$ cat config.mk
export PLATFORM = sky130hd
export DESIGN_NAME = kb_event_ctrl
export DESIGN_NICKNAME = d
export VERILOG_FILES = /design/src/rtl/kb_pkg.sv /design/src/rtl/kb_evt_fifo.sv /design/src/rtl/kb_event_ctrl.sv
export SDC_FILE = /design/constraint.sdc
export NUM_CORES = 1
export LEC_CHECK = 0
export ABC_AREA = 1
export ABC_CLOCK_PERIOD_IN_PS = 3200
export CORE_UTILIZATION = 55
export DETAILED_ROUTE_END_ITERATION = 8
export PLACE_DENSITY = 0.74
export SYNTH_ARGS = -nofsm -noshare
export SYNTH_HDL_FRONTEND = slang
export SYNTH_SLANG_ARGS = --single-unit
$ cat constraint.sdc
create_clock -name Clk -period 3.2 [get_ports Clk]
set_clock_uncertainty 0.1 [all_clocks]
set_input_delay 0.64 -clock Clk [delete_from_list [all_inputs] [get_ports Clk]]
set_output_delay 0.64 -clock Clk [all_outputs]
set_load 0.005 [all_outputs]
$ cat src/rtl/kb_pkg.sv
// Shared types and constants for the PS/2 keyboard event controller.
// Latency: n/a (package only).
// Backpressure: n/a (package only).
// Contents: FSM state enum, set-2 scan constants, event codes, event struct,
//           and scan-byte decode helpers.
package kb_pkg;

  typedef enum logic [1:0] {
    ST_IDLE    = 2'd0,
    ST_EXT     = 2'd1,
    ST_BRK     = 2'd2,
    ST_EXT_BRK = 2'd3
  } kb_state_t;

  // Set-2 scan codes of interest
  localparam logic [7:0] SC_EXT   = 8'hE0;
  localparam logic [7:0] SC_BRK   = 8'hF0;
  localparam logic [7:0] SC_LEFT  = 8'h6B;
  localparam logic [7:0] SC_DOWN  = 8'h72;
  localparam logic [7:0] SC_UP    = 8'h75;
  localparam logic [7:0] SC_RIGHT = 8'h74;
  localparam logic [7:0] SC_ENTER = 8'h5A;
  localparam logic [7:0] SC_ESC   = 8'h76;

  // Event codes double as the bit index into the held bitmap
  localparam logic [2:0] EV_LEFT  = 3'd0;
  localparam logic [2:0] EV_DOWN  = 3'd1;
  localparam logic [2:0] EV_UP    = 3'd2;
  localparam logic [2:0] EV_RIGHT = 3'd3;
  localparam logic [2:0] EV_ENTER = 3'd4;
  localparam logic [2:0] EV_ESC   = 3'd5;

  typedef struct packed {
    logic       press;
    logic [2:0] code;
  } kb_evt_t;

  // Arrow lanes only arrive behind an E0 prefix. Returns {hit, code}.
  function automatic logic [3:0] lane_decode(input logic [7:0] b);
    case (b)
      SC_LEFT:  return {1'b1, EV_LEFT};
      SC_DOWN:  return {1'b1, EV_DOWN};
      SC_UP:    return {1'b1, EV_UP};
      SC_RIGHT: return {1'b1, EV_RIGHT};
      default:  return 4'b0000;
    endcase
  endfunction

  // Enter/Esc are unprefixed keys. Returns {hit, code}.
  function automatic logic [3:0] sys_decode(input logic [7:0] b);
    case (b)
      SC_ENTER: return {1'b1, EV_ENTER};
      SC_ESC:   return {1'b1, EV_ESC};
      default:  return 4'b0000;
    endcase
  endfunction

endpackage

$ cat src/rtl/kb_evt_fifo.sv
// Synchronous FIFO of kb_evt_t entries; head entry is presented combinationally.
// Latency: an entry pushed on an edge is visible at the head after that edge.
// Backpressure: push while full is dropped unless a pop happens the same cycle.
// Ports: Clk/reset_n; push_i + push_dat_i write; pop_i removes head (ignored
//        when empty); head_dat_o is the oldest entry; full_o / empty_o status.
module kb_evt_fifo
  import kb_pkg::*;
#(
  parameter int DEPTH = 4
) (
  input  logic    Clk,
  input  logic    reset_n,
  input  logic    push_i,
  input  kb_evt_t push_dat_i,
  input  logic    pop_i,
  output kb_evt_t head_dat_o,
  output logic    full_o,
  output logic    empty_o
);

  localparam int PW   = $clog2(DEPTH);
  localparam int CNTW = $clog2(DEPTH) + 1;

  kb_evt_t         mem_q [DEPTH];
  logic [PW-1:0]   wr_ptr_q, rd_ptr_q;
  logic [CNTW-1:0] count_q, count_d;
  logic            do_push, do_pop;

  assign empty_o    = (count_q == '0);
  assign full_o     = (count_q == CNTW'(DEPTH));
  assign head_dat_o = mem_q[rd_ptr_q];

  // A pop frees a slot in the same cycle, so full+push+pop is accepted.
  assign do_pop  = pop_i && !empty_o;
  assign do_push = push_i && (!full_o || do_pop);

  always_comb begin
    count_d = count_q;
    case ({do_push, do_pop})
      2'b10:   count_d = count_q + 1'b1;
      2'b01:   count_d = count_q - 1'b1;
      default: count_d = count_q;
    endcase
  end

  // Pointers are log2(DEPTH) wide, so they wrap modulo DEPTH on their own.
  always_ff @(posedge Clk or negedge reset_n) begin
    if (!reset_n) begin
      wr_ptr_q <= '0;
      rd_ptr_q <= '0;
      count_q  <= '0;
      for (int i = 0; i < DEPTH; i++) mem_q[i] <= '0;
    end else begin
      if (do_push) begin
        mem_q[wr_ptr_q] <= push_dat_i;
        wr_ptr_q        <= wr_ptr_q + 1'b1;
      end
      if (do_pop) rd_ptr_q <= rd_ptr_q + 1'b1;
      count_q <= count_d;
    end
  end

endmodule

$ cat src/rtl/kb_event_ctrl.sv
// Turns the PS/2 set-2 scan byte stream into key press/release events for six keys.
// Latency: event registered on the byte_valid edge; evt_valid rises next cycle if FIFO empty.
// Backpressure: valid/ready on evt_*; events arriving at a full FIFO are dropped, overflow set.
// Ports: Clk, reset_n; byte_valid/byte_in/byte_err from the PS/2 receiver;
//        evt_valid/evt_ready/evt_code/evt_press event stream; held bitmap;
//        overflow sticky flag cleared by clr_err.
module kb_event_ctrl
  import kb_pkg::*;
#(
  parameter int DEPTH       = 4,
  parameter int TIMEOUT_CYC = 100000
) (
  input  logic       Clk,
  input  logic       reset_n,
  input  logic       byte_valid,
  input  logic [7:0] byte_in,
  input  logic       byte_err,
  output logic       evt_valid,
  input  logic       evt_ready,
  output logic [2:0] evt_code,
  output logic       evt_press,
  output logic [5:0] held,
  output logic       overflow,
  input  logic       clr_err
);

  localparam int             CW      = $clog2(TIMEOUT_CYC);
  localparam logic [CW-1:0]  TO_LAST = CW'(TIMEOUT_CYC - 1);

  kb_state_t     state_q, state_d;
  logic [CW-1:0] to_cnt_q, to_cnt_d;
  logic [5:0]    held_q, held_d;
  logic          ovf_q, ovf_d;

  logic          byte_ok, to_hit;
  logic [3:0]    lane_hit, sys_hit;
  logic          dec_vld, dec_make;
  logic [2:0]    dec_code;
  logic          push;
  kb_evt_t       push_dat, head_dat;
  logic          fifo_full, fifo_empty, pop;

  assign byte_ok  = byte_valid && !byte_err;
  assign to_hit   = (state_q != ST_IDLE) && (to_cnt_q == TO_LAST);
  assign lane_hit = lane_decode(byte_in);
  assign sys_hit  = sys_decode(byte_in);

  // ---------------- FSM: state register ----------------
  always_ff @(posedge Clk or negedge reset_n) begin
    if (!reset_n) begin
      state_q  <= ST_IDLE;
      to_cnt_q <= '0;
    end else begin
      state_q  <= state_d;
      to_cnt_q <= to_cnt_d;
    end
  end

  // ---------------- FSM: next state ----------------
  // An accepted byte takes priority over a timeout expiring in the same cycle.
  always_comb begin
    state_d = state_q;
    if (byte_valid && byte_err) begin
      state_d = ST_IDLE;
    end else if (byte_ok) begin
      case (state_q)
        ST_IDLE: begin
          if (byte_in == SC_EXT)      state_d = ST_EXT;
          else if (byte_in == SC_BRK) state_d = ST_BRK;
        end
        ST_EXT: begin
          if (byte_in == SC_BRK)      state_d = ST_EXT_BRK;
          else if (byte_in == SC_EXT) state_d = ST_EXT;
          else                        state_d = ST_IDLE;
        end
        default: state_d = ST_IDLE;
      endcase
    end else if (to_hit) begin
      state_d = ST_IDLE;
    end
    // The counter only runs while a prefix is pending and restarts on any byte.
    to_cnt_d = (byte_valid || state_d == ST_IDLE) ? '0 : to_cnt_q + 1'b1;
  end

  // ---------------- FSM: outputs (key decode) ----------------
  always_comb begin
    dec_vld  = 1'b0;
    dec_make = 1'b0;
    dec_code = EV_LEFT;
    if (byte_ok) begin
      case (state_q)
        ST_IDLE: begin
          dec_vld  = sys_hit[3];
          dec_make = 1'b1;
          dec_code = sys_hit[2:0];
        end
        ST_EXT: begin
          dec_vld  = lane_hit[3];
          dec_make = 1'b1;
          dec_code = lane_hit[2:0];
        end
        ST_BRK: begin
          dec_vld  = sys_hit[3];
          dec_code = sys_hit[2:0];
        end
        default: begin
          dec_vld  = lane_hit[3];
          dec_code = lane_hit[2:0];
        end
      endcase
    end
  end

  // A make on a held key is typematic repeat; a break on a released key is
  // spurious. Either way the bitmap already matches, so nothing is pushed.
  assign push           = dec_vld && (dec_make != held_q[dec_code]);
  assign push_dat.press = dec_make;
  assign push_dat.code  = dec_code;
  assign pop            = evt_ready && !fifo_empty;

  always_comb begin
    held_d = held_q;
    if (push) held_d[dec_code] = dec_make;
    // Set beats clear when both happen in one cycle.
    ovf_d = (ovf_q && !clr_err) || (push && fifo_full && !pop);
  end

  always_ff @(posedge Clk or negedge reset_n) begin
    if (!reset_n) begin
      held_q <= '0;
      ovf_q  <= 1'b0;
    end else begin
      held_q <= held_d;
      ovf_q  <= ovf_d;
    end
  end

  kb_evt_fifo #(
    .DEPTH (DEPTH)
  ) u_fifo (
    .Clk        (Clk),
    .reset_n    (reset_n),
    .push_i     (push),
    .push_dat_i (push_dat),
    .pop_i      (pop),
    .head_dat_o (head_dat),
    .full_o     (fifo_full),
    .empty_o    (fifo_empty)
  );

  assign evt_valid = !fifo_empty;
  assign evt_code  = head_dat.code;
  assign evt_press = head_dat.press;
  assign held      = held_q;
  assign overflow  = ovf_q;

endmodule

== Yosys cells after proc, flatten, opt, wreduce, memory -nomap -nowiden ==
Cells that the tools add are included.
Storage, ports and cells
  input port bits: 14
  word-level logic and storage cells: 98
  output and inout bits: 12
  register bits after elaboration: 49
Cells by class
  add/sub/neg operators: 5
  $lt $le $gt $ge: 5
  multiplexer cells: 29
  reductions and logical operators: 27
  eq/ne operators: 15
  bitwise gates (word level): 2
Operator list (number)
  == test 8 x 7 -> 1 bit, second input constant: 6
  adder 17 x 1 -> 17 bit, second input constant: 1
  == test 17 bit, second input constant: 1
  2-to-1 mux 17 bit: 1
  bitwise mux 16 bit: 1
  == test 8 bit, second input constant: 2
  one-hot mux 4 bit (4 select lines): 1
  logical AND 1 bit: 12
  2-to-1 mux 2 bit: 6
  2-to-1 mux 4 bit: 3
  binary-select mux 4 bit (select 2 bit): 1
  demux 4 bit (select 2 bit): 1
  one-hot mux 4 bit (2 select lines): 1
  2-to-1 mux 1 bit: 7
  bitwise mux 6 bit: 1
  greater-or-equal comparator 3 bit, second input constant: 2
  2-to-1 mux 3 bit: 2
  NOT 2 -> 3 bit: 2
  one-hot mux 3 bit (2 select lines): 1
  zero test 1 bit: 5
  adder 2 x 1 -> 2 bit, second input constant: 2
  == test 2 x 1 -> 1 bit, second input constant: 2
  == test 2 bit, second input constant: 2
  zero test 2 bit: 2
  14 further kinds: 18

== Depth between registers and ports, before layout ==
  word-level depth: 11
  gate-level depth with buffers: 20
  depth with buffers taken out: 20

== Hierarchy ==
A second synthesis with hierarchy kept.
Unflattened totals
  cells, all modules: 385
  area total of the unflattened synthesis: 2974.1 sq um
Modules (own cells, without submodules)
  kb_event_ctrl: sequential area each 650.6 sq um, instances 1, area an instance 1745.4 sq um, cells an instance 244
  kb_evt_fifo: sequential area each 575.6 sq um, instances 1, area an instance 1228.7 sq um, cells an instance 141

== Least setup slack after synthesis ==
Ideal clock, no wire load.
  kind: input -> register
  start point: in byte_in[7]
  end point: reg u_fifo.count_q[2]
  library setup time: 131 ps
  path buffers: 0
  arrival time: 2709 ps
  cell stages on the path: 19
  setup slack: 260 ps
  data required time: 2969 ps
  cells stage by stage: inv_1 nand2_1 nor2_4 nand3_2 nor2_4 nand2_2 nand2_2 nor2_2 nand2_1 nand2_2 nor2_4 nand3_1 nand4_1 ha_1 inv_1 fa_1 a21oi_1 o21ai_0 xor2_1
Between the ends
  longest elaborated chain between the ends: 11
  elaborated cells between the ends (all ways): 21
  those cells by class: eq/ne (9); mux (9); reduce/logical (3)
RTL lines
  start, declared: RTL line kb_event_ctrl.sv:16  | input logic [7:0] byte_in,
  == test 8 x 7 -> 1 bit (on tied branches): RTL line kb_pkg.sv:40, kb_pkg.sv:51
  one-hot mux 4 bit (4 select lines) / one-hot mux 4 bit (2 select lines) (equally long branches): RTL line kb_pkg.sv:40, kb_pkg.sv:51
  2-to-1 mux 3 bit: RTL line kb_event_ctrl.sv:91  | case (state_q)
  2-to-1 mux 3 bit: RTL line kb_event_ctrl.sv:90  | if (byte_ok) begin
  binary-select mux 1 bit (select 3 bit): RTL line kb_event_ctrl.sv:116  | assign push = dec_vld && (dec_make != held_q[dec_code]);
  2-to-1 mux 1 bit (not written as such): RTL line kb_event_ctrl.sv:116
  != test 1 bit: RTL line kb_event_ctrl.sv:116
  logical AND 1 bit *: RTL line kb_event_ctrl.sv:116
  logical AND 1 bit *: RTL line kb_evt_fifo.sv:35  | assign do_push = push_i && (!full_o || do_pop);
  == test 2 x 1 -> 1 bit / == test 2 bit (equally long branches): RTL line kb_evt_fifo.sv:39  | case ({do_push, do_pop})
  one-hot mux 3 bit (2 select lines) / nonzero test 2 bit (equally long branches)
  end signal, assigned: RTL line kb_evt_fifo.sv:59  | count_q <= count_d;
  end, declared: RTL line kb_evt_fifo.sv:26  | logic [CNTW-1:0] count_q, count_d;
Every way passes the cells marked *; elsewhere a longest branch is shown, timed or not. The select of a mux whose other input is x is not followed.
A chain may end at the register's enable or synchronous reset.

== Worst setup path in the final report ==
  start point: in byte_valid
  end point: reg u_fifo.count_q[2]
Between the ends
  longest elaborated chain between the ends: 9
  elaborated cells between the ends (all ways): 13
  those cells by class: eq/ne (3); mux (6); reduce/logical (4)
RTL lines
  start, declared: RTL line kb_event_ctrl.sv:15  | input logic byte_valid,
  logical AND 1 bit *: RTL line kb_event_ctrl.sv:43  | assign byte_ok = byte_valid && !byte_err;
  2-to-1 mux 3 bit: RTL line kb_event_ctrl.sv:90
  binary-select mux 1 bit (select 3 bit): RTL line kb_event_ctrl.sv:116
  2-to-1 mux 1 bit (not written as such): RTL line kb_event_ctrl.sv:116
  != test 1 bit: RTL line kb_event_ctrl.sv:116
  logical AND 1 bit *: RTL line kb_event_ctrl.sv:116
  logical AND 1 bit *: RTL line kb_evt_fifo.sv:35
  == test 2 x 1 -> 1 bit / == test 2 bit (equally long branches): RTL line kb_evt_fifo.sv:39
  one-hot mux 3 bit (2 select lines) / nonzero test 2 bit (equally long branches)
Marks and branches as above.

==> flow_summary.ini <==
[status]
outcome = complete, no violations

[sta]
rsz0062_at_grt = no
period_share_pct = 95.1
finalSetupViolCount = 0
fin_setup_tns_ns = 0
slew_headroom_pct = 61.5
slew_violations = 0
hold_ws_ns = 0.230
fmax_ghz = 0.329
tightestPinTransition_ns = 0.578
worst_slack_ns = 0.156
hold_viol = 0
finalCriticalPeriod_ns = 3.04

[global_route]
grt_max_degree = 27
grt_usage_pct = 24.3
grt_pass1_vias = 2311
grt-ovfl-total = 0
grt_pass1_wl_um = 9940
antenna_found_initial = 0

[pwr]
p_switching_uw = 459
powerDensity_mw_per_mm2 = 465
irDropWorstVdd_v = 0.000287
seq_power_share_pct = 43.0
clock_power_share_pct = 31.5
pwr-share-comb_pct = 25.5
leakage_nw = 1.73
intPower_mw = 1.17
sw_frac_of_total_pct = 28.1

[die]
die_area_mm2 = 0.00526
chipWidth_um = 72.5
core-area_mm2 = 0.00475
io_pins = 26
initial_utilization_pct = 57.6
die_y_um = 72.5
fp-row-count = 25

[logic_synthesis]
async_flop_share_pct = 100
ys.flop_type = dfrtp_1
synth_top_area_share_pct = 44.8
ys_top_cells_by_area = dfrtp_1 (45%), nand2_1 (12%), inv_1 (6.3%), nor2_1 (5.9%), nand3_1 (5.1%)
syn_area_per_cell_um2 = 7.73
synth_warnings = 0
syn-num-nets = 375
synth_top_area_cell = dfrtp_1
synth-seq-cells = 49
synth_compound_area_share_pct = 7.09
syn_inst = 354
yosys-top-cells-count = nand2_1 (84), dfrtp_1 (49), inv_1 (46), nor2_1 (43), nand3_1 (28)
synth_edf_count = 0
synth_xor_area_share_pct = 2.88
synth_top_family_by_area = simple AND/OR/NAND/NOR gates
synth-simple-area-share_pct = 34.0
synthAdderAreaFrac_pct = 3.48
ys_seq_area_share_pct = 44.8
netlist_area_mm2 = 0.00274
synthMuxAreaShare_pct = 0
yosysMostFrequentCell = nand2_1
ys_types = 30

[setup_path]
required_ns = 3.28
critPathCaptureType = flop
critical_path_class = in2reg
cp_top_family = buffers and inverters
crit_fanout = 7
critPathLaunchType = input pin
slowest_stage = clkdlybuf4s50_1
path_cells = clkdlybuf4s50_1, inv_1, nor2_1, buf_4, nand3_4, nand2_2, nand2_1, o21ai_2, nand3_2, nand4_1, ha_2, inv_1, fa_2, a21oi_2, o21ai_2, xor2_1
slowest_delay_ns = 0.45
crit_buf_inv = 4
cp_data_arrival_time_ns = 3.13

[clocking]
cts_buffer_depth = 2
cts_hold_buf = 0
cts_tree = yes
path_clk_slew_ns = 0.09
cts_made_buffers = 5
htreeDepth = 2
clk_latency_ns = 0.29
clkSinkCount = 49
root_buffer = clkbuf_8

[run]
drv_cap = 0

[route]
antenna_left = 0
wl_per_cell_um = 12.9
first_iter_violations = 140
via_per_inst = 5.16
drcViolationCount = 0
vias = 2488
firstDrtPassIters = 4
wirelength_um = 6210

[layout]
n_fill_cell = 377
regArea_mm2 = 0.00123
finalNetCount = 435
instances_no_fill = 482
drive_gt1_share_pct = 20.0
multi_input_area_mm2 = 0.00137
diodes = 0
area_growth_pct = 28.3

[place]
numPortBuffers = 25
placedCellCount = 470
gp_congestion = 0.915
place_ws_ns = -0.356
dp_hpwl_um = 4290

[worst_hold_path]
hp-class = in2async
==> repair_timing <==
item | 4_1_cts | 5_1_grt
resized for setup | 2 | 32
cloned | 0 | 0
setup buffers | 1 | 3
pin swaps | 2 | 14
endpoints found under the setup margin | 1 | 2
==> layout by cell type (no fill, tap or decap), types with 5 or more instances in the layout <==
cell / netlist / routed
clkdlybuf4s50_1: 0 / 16
nor2_1: 43 / 40
inv_1: 46 / 42
inv_2: 2 / 6
dfrtp_1: 49 / 49
dlymetal6s2s_1: 0 / 8
nand2_1: 84 / 75
ha_1: 6 / 5
nand2_2: 7 / 16
a21oi_1: 7 / 6
nor3_1: 8 / 8
nor3b_1: 5 / 5
o22ai_1: 5 / 5
buf_4: 1 / 33
nand4_1: 12 / 12
clkbuf_8: 0 / 5
xor2_1: 8 / 8
o21ai_0: 20 / 19
nand3_1: 28 / 26
==> power groups by stage <==
stage	Sequential, mW	Clock (mW)	Combinational, mW
finish	0.703	0.515	0.416
global route	0.711	0.547	0.458
CTS	0.702	0.525	0.390
detailed placement	0.715	0	0.387
global placement	0.711	0	0.378
floorplan	0.691	0	0.226
==> metrics by stage <==
| step | power (mW) | utilization [%] | instance area, µm² |
|---|---|---|---|
| floorplan | 0.917 | - | 2740 |
| global placement | 1.09 | 68.4 | 3250 |
| detailed placement | 1.10 | 68.4 | 3250 |
| CTS | 1.62 | 71.6 | 3410 |
| global route | 1.72 | 73.8 | 3510 |
| finish | 1.63 | 73.8 | 3510 |
==> cell type report <==
| type | instances | area share (%) |
|---|---|---|
| multi-input cells | 252 | 39.1 |
| inverters | 48 | 5.13 |
| clock inverters | 3 | 1.85 |
| well taps | 67 | 2.39 |
| clock buffers | 5 | 1.96 |
| repair buffers | 58 | 14.6 |
| flip-flops and latches | 49 | 34.9 |
==> per-layer routing <==
| layer | share of wire, % | GRT usage (%) | routed length (µm) |
|---|---|---|---|
| met1 | 46 | 32.3 | 2840 |
| met3 | 3.6 | 3.06 | 224 |
| met4 | 1.2 | 6.54 | 72 |
| met2 | 49 | 41.8 | 3070 |
| met5 | 0 | 0 | 0 |
==> registers in the layout, summed over array words and instances (netlist names) <==
register	flops
u_fifo.rd_ptr_q	2
overflow	1
u_fifo.wr_ptr_q	2
held	6
to_cnt_q	17
u_fifo.mem_q	16
u_fifo.count_q	3
state_q	2
==> cell families (layout without fill, tap and decap cells) <==
kind of cell / Yosys count / count (layout)
compound gates: 36 / 36
xor+xnor: 9 / 9
fa+ha+maj: 7 / 7
buf+inv: 53 / 114
flops: 49 / 49
simple gates: 200 / 200
==> final timing paths <==
check                           depth (start not counted)         from                 to  slack (ns)
worst max-delay path                                   16   byte_valid  u_fifo.count_q[2]        0.16
worst max register to register                         14   state_q[0]  u_fifo.count_q[2]        0.35
worst min register to register                          1  to_cnt_q[0]        to_cnt_q[0]        0.37
worst min-delay path                                    1      reset_n       to_cnt_q[16]        0.23
min in group Clk                                        1  to_cnt_q[0]        to_cnt_q[0]        0.37
max in group asynchronous                               2      reset_n            held[3]        2.04
(Power assumes the default switching activity.)
